`config.mk`:
```
export PLATFORM = sky130hd
export DESIGN_NAME = result_mag_pipe
export DESIGN_NICKNAME = d
export VERILOG_FILES = /design/src/rtl/result_mag_pipe.sv
export SDC_FILE = /design/constraint.sdc
export NUM_CORES = 1
export LEC_CHECK = 0
export ABC_AREA = 1
export BUFFER_PORTS_ARGS = -buffer_cell sky130_fd_sc_hd__buf_2
export CORE_ASPECT_RATIO = 0.7
export CORE_MARGIN = 1.5
export CORE_UTILIZATION = 25
export DETAILED_ROUTE_END_ITERATION = 6
export PLACE_DENSITY_LB_ADDON = 0.12
export SKIP_LAST_GASP = 1
export SYNTH_ARGS = -nofsm -noshare
export SYNTH_HDL_FRONTEND = slang
export SYNTH_SLANG_ARGS = --single-unit
```
`constraint.sdc`:
```
create_clock -name clk -period 0.88 [get_ports clk]
set_input_delay 0.088 -clock clk [delete_from_list [all_inputs] [get_ports clk]]
set_output_delay 0.088 -clock clk [all_outputs]
set_load 0.03 [all_outputs]
```
`src/rtl/result_mag_pipe.sv`:
```
// result_mag_pipe
//
// Registered sign / magnitude / zero converter for the black-jack score
// difference (player minus dealer), with an optional BCD conversion for the
// seven-segment result display. Sits between the score comparator and the
// display driver.
//
// Build option:
//   RESULT_MAG_PIPE_BCD_EN  defined     -> multi-cycle double-dabble FSM,
//                                          bcd/bcd_ovf live, latency W cycles
//                           not defined -> single output register, latency 1,
//                                          bcd/bcd_ovf tied to 0
//
// Parameters:
//   W       raw_result width (>= 2)
//   DIGITS  number of BCD digits on bcd
//
// Ports:
//   clk         system clock, rising edge
//   rst_n       asynchronous active-low reset
//   in_valid    raw_result is valid
//   in_ready    block can accept (transfer on in_valid && in_ready)
//   raw_result  W-bit two's-complement input
//   out_valid   result registers hold a valid result
//   out_ready   consumer takes the result (retire on out_valid && out_ready)
//   sign        1 iff raw_result < 0
//   mag_result  |raw_result|, unsigned (covers -2^(W-1))
//   zero        raw_result == 0
//   bcd         BCD of mag_result, digit 0 in bits [3:0]
//   bcd_ovf     mag_result does not fit in DIGITS digits
//
// FSM (BCD build only):
//   state | meaning
//   IDLE  | empty, ready for a new input
//   CONV  | double-dabble running, one bit per cycle
//   DONE  | result valid, waiting for the consumer
module result_mag_pipe #(
  parameter int W      = 6,
  parameter int DIGITS = 2
) (
  input  logic                clk,
  input  logic                rst_n,
  input  logic                in_valid,
  output logic                in_ready,
  input  logic [W-1:0]        raw_result,
  output logic                out_valid,
  input  logic                out_ready,
  output logic                sign,
  output logic [W-1:0]        mag_result,
  output logic                zero,
  output logic [4*DIGITS-1:0] bcd,
  output logic                bcd_ovf
);

  logic         in_sign;
  logic [W-1:0] in_mag;
  logic         in_zero;
  logic         xfer;

  // -2^(W-1) negates to itself, which read as unsigned is the right magnitude
  assign in_sign = raw_result[W-1];
  assign in_mag  = in_sign ? (~raw_result + 1'b1) : raw_result;
  assign in_zero = (raw_result == '0);
  assign xfer    = in_valid && in_ready;

`ifdef RESULT_MAG_PIPE_BCD_EN

  localparam int BCD_W = 4 * DIGITS;
  localparam int SH_W  = BCD_W + W;
  localparam int CNT_W = $clog2(W + 1);

  typedef enum logic [1:0] {IDLE, CONV, DONE} state_t;

  state_t           state;
  state_t           state_nxt;
  logic [SH_W-1:0]  sh;
  logic [SH_W-1:0]  sh_adj;
  logic [CNT_W-1:0] cnt;
  logic             step;

  // add-3 correction on every BCD digit before the shift
  always_comb begin
    sh_adj = sh;
    for (int i = 0; i < DIGITS; i++) begin
      if (sh[W+4*i +: 4] >= 4'd5) begin
        sh_adj[W+4*i +: 4] = sh[W+4*i +: 4] + 4'd3;
      end
    end
  end

  always_comb begin
    state_nxt = state;
    in_ready  = 1'b0;
    out_valid = 1'b0;
    step      = 1'b0;
    case (state)
      IDLE: begin
        in_ready = 1'b1;
        if (in_valid) state_nxt = CONV;
      end
      CONV: begin
        step = 1'b1;
        if (cnt == CNT_W'(1)) state_nxt = DONE;
      end
      DONE: begin
        out_valid = 1'b1;
        in_ready  = out_ready;
        if (out_ready) state_nxt = in_valid ? CONV : IDLE;
      end
      default: state_nxt = IDLE;
    endcase
  end

  always_ff @(posedge clk or negedge rst_n) begin
    if (!rst_n) state <= IDLE;
    else        state <= state_nxt;
  end

  always_ff @(posedge clk or negedge rst_n) begin
    if (!rst_n) begin
      sh         <= '0;
      cnt        <= '0;
      bcd_ovf    <= 1'b0;
      sign       <= 1'b0;
      mag_result <= '0;
      zero       <= 1'b0;
    end else if (xfer) begin
      sh         <= {{BCD_W{1'b0}}, in_mag};
      cnt        <= CNT_W'(W);
      bcd_ovf    <= 1'b0;
      sign       <= in_sign;
      mag_result <= in_mag;
      zero       <= in_zero;
    end else if (step) begin
      sh      <= {sh_adj[SH_W-2:0], 1'b0};
      cnt     <= cnt - 1'b1;
      // anything leaving the top digit is a lost 10^DIGITS carry
      bcd_ovf <= bcd_ovf | sh_adj[SH_W-1];
    end
  end

  assign bcd = sh[SH_W-1 -: BCD_W];

`else

  assign in_ready = !out_valid || out_ready;

  always_ff @(posedge clk or negedge rst_n) begin
    if (!rst_n) begin
      out_valid  <= 1'b0;
      sign       <= 1'b0;
      mag_result <= '0;
      zero       <= 1'b0;
    end else if (xfer) begin
      out_valid  <= 1'b1;
      sign       <= in_sign;
      mag_result <= in_mag;
      zero       <= in_zero;
    end else if (out_ready) begin
      out_valid  <= 1'b0;
    end
  end

  assign bcd     = '0;
  assign bcd_ovf = 1'b0;

`endif

endmodule

```
==> results.md, run 1 <==
- Worst setup EP type: primary output
- Fillers: roughly 240
- DRT Wirelength: 1241 µm
- CTS tree: yes
- Critical Path AT: between 0.9 and 1 ns
- Synthesized cell area: roughly 560 µm²
- Crit-path max FO: 3
- Syn_area_per_cell: slightly above 8 µm²
- Initial Util: approximately a quarter
- DR iter-0 viols: 14
- Initial antenna violation count: 0
- Placed cell count: ~120
- Clock buffer depth: 2
- Critical path type: reg -> out
- FF/Latch Area: approximately 230 µm²
- Failing checks: setup timing
- IO Pins: 29
- First-pass GRT wire length: between 2000 and 2500 µm
- Count leader, synth: nand2_1
- Period utilization: 119.4%
- Port bufs: 19
- Vias in the first global route: about 430
- Non-filler cells in the finished layout: roughly 140
- Die Wd: between 50 and 60 µm
- Setup WS post-layout: -0.1703 ns
- Seq/Total Area, Yosys: between 40% and 50%
- CP Data Required Time: ~0.79 ns
- Fraction of registers with async set/reset: between 90% and 100%
- Multi-input logic area: ~290 µm²
- Outcome: finished with violations
- Fraction of layout cells with a size suffix above 1: 47.57%
- H-tree level count: 1
- Final hold slack: around 0.13 ns
- Detail Route Antenna Nets: 0
- Hold Fails Final Rpt: 0
- MaxCap Viol Count: 0
- Post-DP HPWL: about 900 µm
- Yosys top cell area share: approximately two fifths
- DR WL/cell: 9.193 µm
- Startpoint Class: register
- Ranking of synthesized cells by area: dfrtp_1, buf_4, nand2_1
- Vias post-DR: between 500 and 600
- ANT cells: 0
- Cts bufs inserted: 3
- EDFF count, synth: 0
- Synth warn: 0
- Post-synth top area cell: dfrtp_1
- Clock sink total: 9
- Area grow syn2layout: 57.17%
- Setup violations, final: 11
- DRC viols: 0
- Most frequent cells after synthesis: nand2_1, buf_4, dfrtp_1
- GP Congestion: 0.7747
- Power per standard cell area: around 1600 nW/µm²
- Tot Pwr: ~1.4 mW
- Leak Pwr: between 0.4 and 0.5 nW
- GRT overflow: 0
- Maximum number of pins on one net before global-route repair: 10
- Hold Crit Class: in -> reg
- Skew-Pair Late Insertion Delay: 0.26 ns
- Yosys reg bits: 9
- Final net count: roughly 120
- Layout Skew: just over 0.007 ns
- DIE HEIGHT: 42.53 µm
- Via density: approximately 3.8
- Worst VDD drop: approximately 540 µV
- Post-synthesis instance total: 68
- GRT Resource Usage Total: between 10% and 20%
- Row cnt: 14
- Max Freq: 0.9521 GHz
- Synth unique cells: 17
- Setup TNS: -0.7152 ns
- Pre-Repair DR Iteration Count: 4
- Ys flop type: dfrtp_1
- Reg clk slew, reported paths: about 0.070 ns
- Core Footprint: between 2000 and 2500 µm²
- Fin. max-slew vios: 0
- Period minus WS final: around 1.1 ns
- RSZ-0062 raised after global routing: yes
- Die area: 2529 µm²
- Root buffer cell: clkbuf_4
-- cells by family after synthesis --
| family | after synthesis | synth area share, % |
|---|---|---|
| flops | 9 | 40.36 |
| compound gates | 6 | 7.399 |
| simple gates | 31 | 26.23 |
| xor+xnor | 1 | 1.570 |
| buf+inv | 19 | 21.52 |
| other cells | 1 | 0.6720 |
| fa+ha+maj | 1 | 2.242 |
-- power by group --
| part | internal (mW) | switching (mW) |
|---|---|---|
| Combinational | 0.239 | 0.319 |
| Clock | 0.175 | 0.151 |
| Sequential | 0.464 | 0.0355 |
-- critical path, stage by stage, from the launching register on --
cell     delay [ns]
dfrtp_2        0.43
nand2_4        0.07
buf_6          0.09
buf_6          0.12
-- cells in the final DEF (no fill, tap or decap), types with 2 or more instances in the layout --
cell type	Yosys	routed
nand2_1	18	14
conb_1	1	9
nand2_8	0	2
o21ai_2	3	3
nand4_1	2	2
nand3_1	4	4
nand2_2	2	5
buf_2	0	10
clkbuf_4	0	3
buf_6	0	10
nand2_4	2	2
dfrtp_1	9	8
buf_4	10	12
inv_1	7	7
o21ai_1	2	2
nor2_1	3	3
-- metrics by stage --
step / cell area, µm² / setup slack [ns] / util [%]
5_1_grt: 877.1 / -0.2093 / 41.04
6_report: 877.1 / -0.1703 / 41.04
4_1_cts: 868.3 / -0.1864 / 40.63
2_1_floorplan: 596.8 / -0.1855 / -
3_3_place_gp: 664.4 / -0.1126 / 31.09
3_5_place_dp: 664.4 / -0.1162 / 31.09
-- final timing paths --
| path | cells after the start | slack [ns] | startpoint | end |
|---|---|---|---|---|
| setup / recovery | 3 | -0.17 | out_valid | in_ready |
| hold / removal | 4 | 0.13 | raw_result[4] | mag_result[4] |
| max in group asynchronous | 2 | 0.46 | rst_n | out_valid |
| setup reg to reg | 6 | -0.11 | out_valid | mag_result[5] |
| min in group asynchronous | 2 | 0.21 | rst_n | mag_result[1] |
| hold reg to reg | 2 | 0.51 | mag_result[2] | mag_result[2] |
-- state kept, by name, summed over array words and instances, names as in the netlist --
signal      count
sign            1
out_valid       1
mag_result      6
zero            1
-- final cells by class --
class | instances | share of cell area [%]
multi-input cells | 49 | 32.67
repair buffers | 33 | 29.96
flip-flops and latches | 9 | 25.82
well taps | 32 | 4.565
inverters | 8 | 3.994
clock buffers | 4 | 2.996
-- routing by layer --
layer / track usage, % / up-vias / share of wire (%)
met1: 17.82 / 217 / 50
met2: 12.97 / 22 / 39
met4: 4.091 / 0 / 1.5
met5: 0 / - / 0
met3: 5.864 / 2 / 9.1
li1: - / 267 / -
-- what timing repair did --
| action | 4_1_cts | 5_1_grt |
|---|---|---|
| buffers inserted | 10 | 0 |
| resized for setup | 24 | 1 |
| pin swaps | 2 | 1 |
| hold endpoints to repair | 9 | 0 |
| gates cloned | 1 | 0 |
| endpoints found under the setup margin | 18 | 19 |
| hold buffers | 1 | 0 |
(Power assumes the default switching activity.)
==> run 2: changes to the inputs <==
--- a/config.mk
+++ b/config.mk
@@ -11,6 +11,7 @@
 export CORE_MARGIN = 1.5
 export CORE_UTILIZATION = 25
 export DETAILED_ROUTE_END_ITERATION = 6
+export GPL_TIMING_DRIVEN = 0
 export PLACE_DENSITY_LB_ADDON = 0.12
 export SKIP_LAST_GASP = 1
 export SYNTH_ARGS = -nofsm -noshare
==> run 2 against run 1 <==
Compared with the run above: the flow still finishes with violations (setup timing); combinational power up 3%; design area up 3.1%; first-iteration DRC count down 21%; fmax up 6.4%; final cell count up 3.7%; sequential cell count unchanged; clock-buffer cell count unchanged; register-to-register slack about the same; sequential share of layout area down 0.79 points; clock skew down 0.0035 ns; critical path depth down 1.
==> results.md, run 2 (same netlist as run 1, synthesis figures left out) <==
- Port bufs: 18 (-1)
- Crit-path max FO: 3 (unchanged)
- Largest Register: mag_result
- Psw: 0.4894 mW (-3.3%)
- Non-filler cells in the finished layout: 140 (+3.7%)
- Hold path start: out_ready
- Detail Route Antenna Nets: 0 (unchanged)
- Pre-Repair DR Iteration Count: 4 (unchanged)
- Clk pwr share: 23.0% (-0.6 points)
- Hold Path Depth: 4 (unchanged)
- ANT cells: 0 (unchanged)
- Clock sink total: 9 (unchanged)
- Fraction of layout cells with a size suffix above 1: 49.07% (+1.5 points)
- Combinational share of power: 41.3% (+0.9 points)
- CP Data Required Time: 0.79 ns (about the same)
- Die Wd: 59.47 µm (unchanged)
- Switching Fraction: 35.11% (-1.5 points)
- Vias post-DR: 499 (-1.8%)
- Worst setup EP type: primary output
- Setup WS post-layout: -0.1067 ns (+0.06360 ns)
- GRT overflow: 0 (unchanged)
- Max Freq: 1.013 GHz (+6.4%)
- Reg2reg start: out_valid
- Reg2Reg Depth: 5 (-1)
- MaxCap Viol Count: 0 (unchanged)
- GP Congestion: 0.7514 (-3.0%)
- Core Util, Final: 42.33% (+1.3 points)
- RSZ-0062 raised after global routing: yes
- DR WL/cell: 8.907 µm (-3.1%)
- Part of the power in registers: 35.7% (-0.4 points)
- Row cnt: 14 (unchanged)
- Root buffer cell: clkbuf_4
- Period minus WS final: 0.9867 ns (-0.06360 ns)
- Die area: 2529 µm² (unchanged)
- DIE HEIGHT: 42.53 µm (unchanged)
- Maximum number of pins on one net before global-route repair: 11 (+1)
- Initial antenna violation count: 0 (unchanged)
- Worst VDD drop: 403.7 µV (-25%)
- Int Pwr: 0.9045 mW (+3.0%)
- DR iter-0 viols: 11 (-3)
- Tot Pwr: 1.394 mW (+0.68%)
- H-tree level count: 1 (unchanged)
- Critical Path AT: 0.90 ns (-0.06 ns)
- Initial Util: 26.11% (unchanged)
- Layout Skew: 0.003539 ns (-0.003527 ns)
- Critical path type: reg -> out
- RR Endpoint: mag_result[5]
- Hold Fails Final Rpt: 0 (unchanged)
- Leak Pwr: 0.5090 nW (+7.5%)
- Via density: 3.564 (-5.3%)
- Max reg flops: 6 (unchanged)
- Post-DP HPWL: 910.6 µm (+0.64%)
- Clock buffer depth: 2 (unchanged)
- Failing checks: setup timing
- Fin. max-slew vios: 0 (unchanged)
- First-pass GRT wire length: 1828 µm (-11%)
- Worst R2R Setup Slack: -0.10 ns (about the same)
- Reg clk slew, reported paths: 0.06 ns (about the same)
- Setup violations, final: 12 (+1)
- Core Footprint: 2137 µm² (unchanged)
- Hold Crit Class: in -> reg
- IO Pins: 29 (unchanged)
- GRT Resource Usage Total: 10.24% (-1.3 points)
- DRT Wirelength: 1247 µm (+0.48%)
- Final net count: 120 (+4.3%)
- DRC viols: 0 (unchanged)
- Period utilization: 112.1% (-7.2 points)
- Skew-Pair Late Insertion Delay: 0.26 ns (about the same)
- Vias in the first global route: 397 (-8.3%)
- Most common cell after layout, fill and taps aside: buf_4
- Cts bufs inserted: 3 (unchanged)
- Worst Hold Endpoint: out_valid
- CTS tree: yes
- Startpoint Class: register
- Placed cell count: 126 (+5.9%)
- Area grow syn2layout: 62.11%
- Power per standard cell area: 1541 nW/µm² (-2.4%)
- Outcome: finished with violations
- Post-placement setup slack: -0.1461 ns (-0.02995 ns)
- Most frequent cells in the layout: buf_4, nand2_1, conb_1, buf_2, buf_6
==> run 2: power groups by stage <==
stage                     Combinational (mW)  Clock, mW  Sequential (mW)
final                                  0.576      0.320            0.498
after global routing                   0.617      0.373            0.505
after CTS                              0.550      0.342            0.497
after detailed placement               0.428          0            0.501
after global placement                 0.426          0            0.500
after floorplan                        0.219          0            0.602
==> run 2: critical path: stages, from the launching register on <==
cell and delay, ns:
dfrtp_2 0.42, nand2_4 0.09, buf_6 0.13
==> run 2: repair_timing <==
| item | 4_1_cts | 5_1_grt |
|---|---|---|
| resized for setup | 18 | 0 |
| cloned | 0 | 1 |
| hold buffers | 1 | 0 |
| setup endpoints to repair | 18 | 19 |
| endpoints found under the hold margin | 9 | 0 |
| setup buffers | 7 | 1 |
==> run 2: area by class of cell <==
cell class / instances / area (µm²)
buffer: 11 / 90.09
clock buffer: 4 / 26.28
fill: 233 / 1232
inverter: 8 / 30.03
multi-input combinational: 48 / 250.2
sequential: 9 / 226.5
tap: 32 / 40.04
timing repair buffer: 28 / 241.5
==> run 2: how the worst max path moves through the flow <==
stage | from | endpoint | slack, ns | depth (start not counted)
detailed placement | raw_result[0] | mag_result[2] | -0.15 | 7
global route | out_valid | in_ready | -0.15 | 2
floorplan | out_valid | mag_result[1] | -0.19 | 5
global placement | raw_result[0] | mag_result[2] | -0.13 | 7
CTS | out_valid | in_ready | -0.12 | 2
finish | out_valid | in_ready | -0.11 | 2
==> run 2: through the flow <==
step | hold slack (ns) | instance area [µm²] | setup TNS (ns)
after floorplan | -0.2076 | 596.8 | -1.604
after global placement | -0.04566 | 726.9 | -0.5258
after detailed placement | -0.04429 | 726.9 | -0.6034
after CTS | 0.1195 | 872.1 | -0.8531
after global routing | 0.1359 | 904.6 | -1.651
final | 0.1274 | 904.6 | -0.8682
==> run 2: layer usage <==
layer | wire (µm) | track usage (%) | vias up
met5 | 0 | 0 | -
met4 | 13 | 2.727 | 0
met3 | 92 | 5.864 | 2
met2 | 503 | 12.09 | 19
met1 | 637 | 15.23 | 206
li1 | - | - | 272
==> run 3: changes to the inputs <==
--- a/config.mk
+++ b/config.mk
@@ -13,6 +13,7 @@
 export DETAILED_ROUTE_END_ITERATION = 6
 export GPL_TIMING_DRIVEN = 0
 export PLACE_DENSITY_LB_ADDON = 0.12
+export SKIP_CTS_REPAIR_TIMING = 1
 export SKIP_LAST_GASP = 1
 export SYNTH_ARGS = -nofsm -noshare
 export SYNTH_HDL_FRONTEND = slang
==> run 3 against run 2 <==
Compared with the run above: via count decreased by 1.6%; critical path type unchanged; sequential cell count unchanged; design area decreased by 3.3%; the flow still finishes with violations (setup timing); die area unchanged; global-route usage down 0.51 points; clock-buffer cell count unchanged; setup slack better by 0.00065 ns; utilization is 1.4 points lower; final cell count shrank 2.9%; power fell by 2.1%.
==> results.md, run 3 (same netlist as run 1, synthesis figures left out) <==
- Setup WS post-layout: -0.1061 ns (+0.0006500 ns)
- Critical-path top delay cell: dfrtp_2
- Fillers: 240 (+3.0%)
- Detail Route Antenna Nets: 0 (unchanged)
- Clock sink total: 9 (unchanged)
- Area grow syn2layout: 56.73%
- First-pass GRT wire length: 1731 µm (-5.3%)
- CP Data Required Time: 0.79 ns (about the same)
- Failing checks: setup timing
- Pre-Repair DR Iteration Count: 3 (-1)
- Port bufs: 18 (unchanged)
- DR WL/cell: 9.081 µm (+2.0%)
- GRT overflow: 0 (unchanged)
- Worst R2R Setup Slack: -0.09 ns (about the same)
- Hold path start: out_ready
- Max Freq: 1.014 GHz (about the same)
- Via density: 3.610 (+1.3%)
- CTS tree: yes
- DIE HEIGHT: 42.53 µm (unchanged)
- Setup violations, final: 15 (+3)
- ANT cells: 0 (unchanged)
- Hold Crit Class: in -> reg
- Outcome: finished with violations
- Worst Setup SP: out_valid
- Critical Path AT: 0.90 ns (about the same)
- Core Util, Final: 40.93% (-1.4 points)
- Vias post-DR: 491 (-1.6%)
- GRT Resource Usage Total: 9.727% (-0.51 points)
- Layout Skew: 0.003161 ns (-0.0003774 ns)
- Period minus WS final: 0.9861 ns (-0.0006500 ns)
- Worst VDD drop: 382.4 µV (-5.3%)
- Clock buffer depth: 2 (unchanged)
- Max stage delay on crit path: 0.42 ns (about the same)
- Post-DP HPWL: 910.6 µm (unchanged)
- Core Footprint: 2137 µm² (unchanged)
- Most frequent cells in the layout: nand2_1, buf_4, conb_1, buf_2, buf_6
- DR iter-0 viols: 7 (-4)
- Worst setup EP type: primary output
- Hold Fails Final Rpt: 0 (unchanged)
- Leak Pwr: 0.4887 nW (-4.0%)
- Root buffer cell: clkbuf_4
- Hold Path Depth: 4 (unchanged)
- Reg2Reg Depth: 5 (unchanged)
- Reg2reg start: out_valid
- Startpoint Class: register
- Most common cell after layout, fill and taps aside: nand2_1
- Crit-path max FO: 3 (unchanged)
- IO Pins: 29 (unchanged)
- Maximum number of pins on one net before global-route repair: 11 (unchanged)
- Max reg flops: 6 (unchanged)
- Worst Hold Endpoint: out_valid
- Row cnt: 14 (unchanged)
- Largest Register: mag_result
- Fraction of layout cells with a size suffix above 1: 47.12% (-2.0 points)
- Final net count: 116 (-3.3%)
- Reg clk slew, reported paths: 0.06 ns (about the same)
- Initial antenna violation count: 0 (unchanged)
- Vias in the first global route: 372 (-6.3%)
- Initial Util: 26.11% (unchanged)
- Critical path type: reg -> out
- GP Congestion: 0.7514 (unchanged)
- Die Wd: 59.47 µm (unchanged)
- DRT Wirelength: 1235 µm (-0.96%)
- Final hold slack: 0.1237 ns (-0.003754 ns)
- DRC viols: 0 (unchanged)
- Die area: 2529 µm² (unchanged)
- Fin. max-slew vios: 0 (unchanged)
- Cts bufs inserted: 3 (unchanged)
- RR Endpoint: mag_result[5]
- RSZ-0062 raised after global routing: yes
- Period utilization: 112.1% (about the same)
- Skew-Pair Late Insertion Delay: 0.26 ns (about the same)
- H-tree level count: 1 (unchanged)
- MaxCap Viol Count: 0 (unchanged)
- Power per standard cell area: 1560 nW/µm² (+1.2%)
- Crit-path cells: nand2_4, buf_6
-- run 3: cell count changes in the layout (fill, tap and decap cells not counted), sizes merged --
cell  before  now
buf       37   33
-- run 3: where the power goes --
part | switching, mW | total [mW] | internal [mW] | leakage, nW
logic | 0.303 | 0.543 | 0.240 | 0.362
registers | 0.0356 | 0.500 | 0.464 | 0.112
clock network | 0.146 | 0.321 | 0.175 | 0.0150
total | 0.485 | 1.36 | 0.879 | 0.489
-- run 3: per-layer routing --
layer | up-vias | GRT usage, % | part of all wire, %
li1 | 265 | - | -
met1 | 205 | 14.10 | 51
met2 | 19 | 11.43 | 41
met3 | 2 | 6.173 | 6.9
met4 | 0 | 2.727 | 1.1
met5 | - | 0 | 0
-- run 3: area by class of cell --
class	count	area, µm²	share of cell area [%]
multi-input cells	48	250.2	28.61
flip-flops and latches	9	226.5	25.89
repair buffers	24	211.5	24.18
plain buffers	11	90.09	10.30
well taps	32	40.04	4.578
inverters	8	30.03	3.433
clock buffers	4	26.28	3.004
-- run 3: worst max-delay path by stage --
stage,endpoint,slack (ns),cells past startpoint
3_3_place_gp,mag_result[2],-0.13,7
3_5_place_dp,mag_result[2],-0.15,7
5_1_grt,in_ready,-0.15,2
4_1_cts,in_ready,-0.17,2
6_report,in_ready,-0.11,2
2_1_floorplan,mag_result[1],-0.19,5
-- run 3: per-stage QoR --
step           worst slack (ns)  TNS [ns]  power [mW]  instances  cell area, µm²
3_3_place_gp            -0.1255   -0.5258      0.9259        126           726.9
5_1_grt                 -0.1479    -1.686       1.463        136           874.6
6_report                -0.1061   -0.8748       1.364        136           874.6
2_1_floorplan           -0.1855    -1.604      0.8210         76           596.8
4_1_cts                 -0.1736    -1.121       1.264        130           753.2
3_5_place_dp            -0.1461   -0.6034      0.9291        126           726.9
-- run 3: worst max-delay path: cells and delay by family, from the launching register on --
kind	cells	cell delay (ns)
DFF	1	0.42
buffers and inverters	1	0.13
and+or+nand+nor	1	0.09
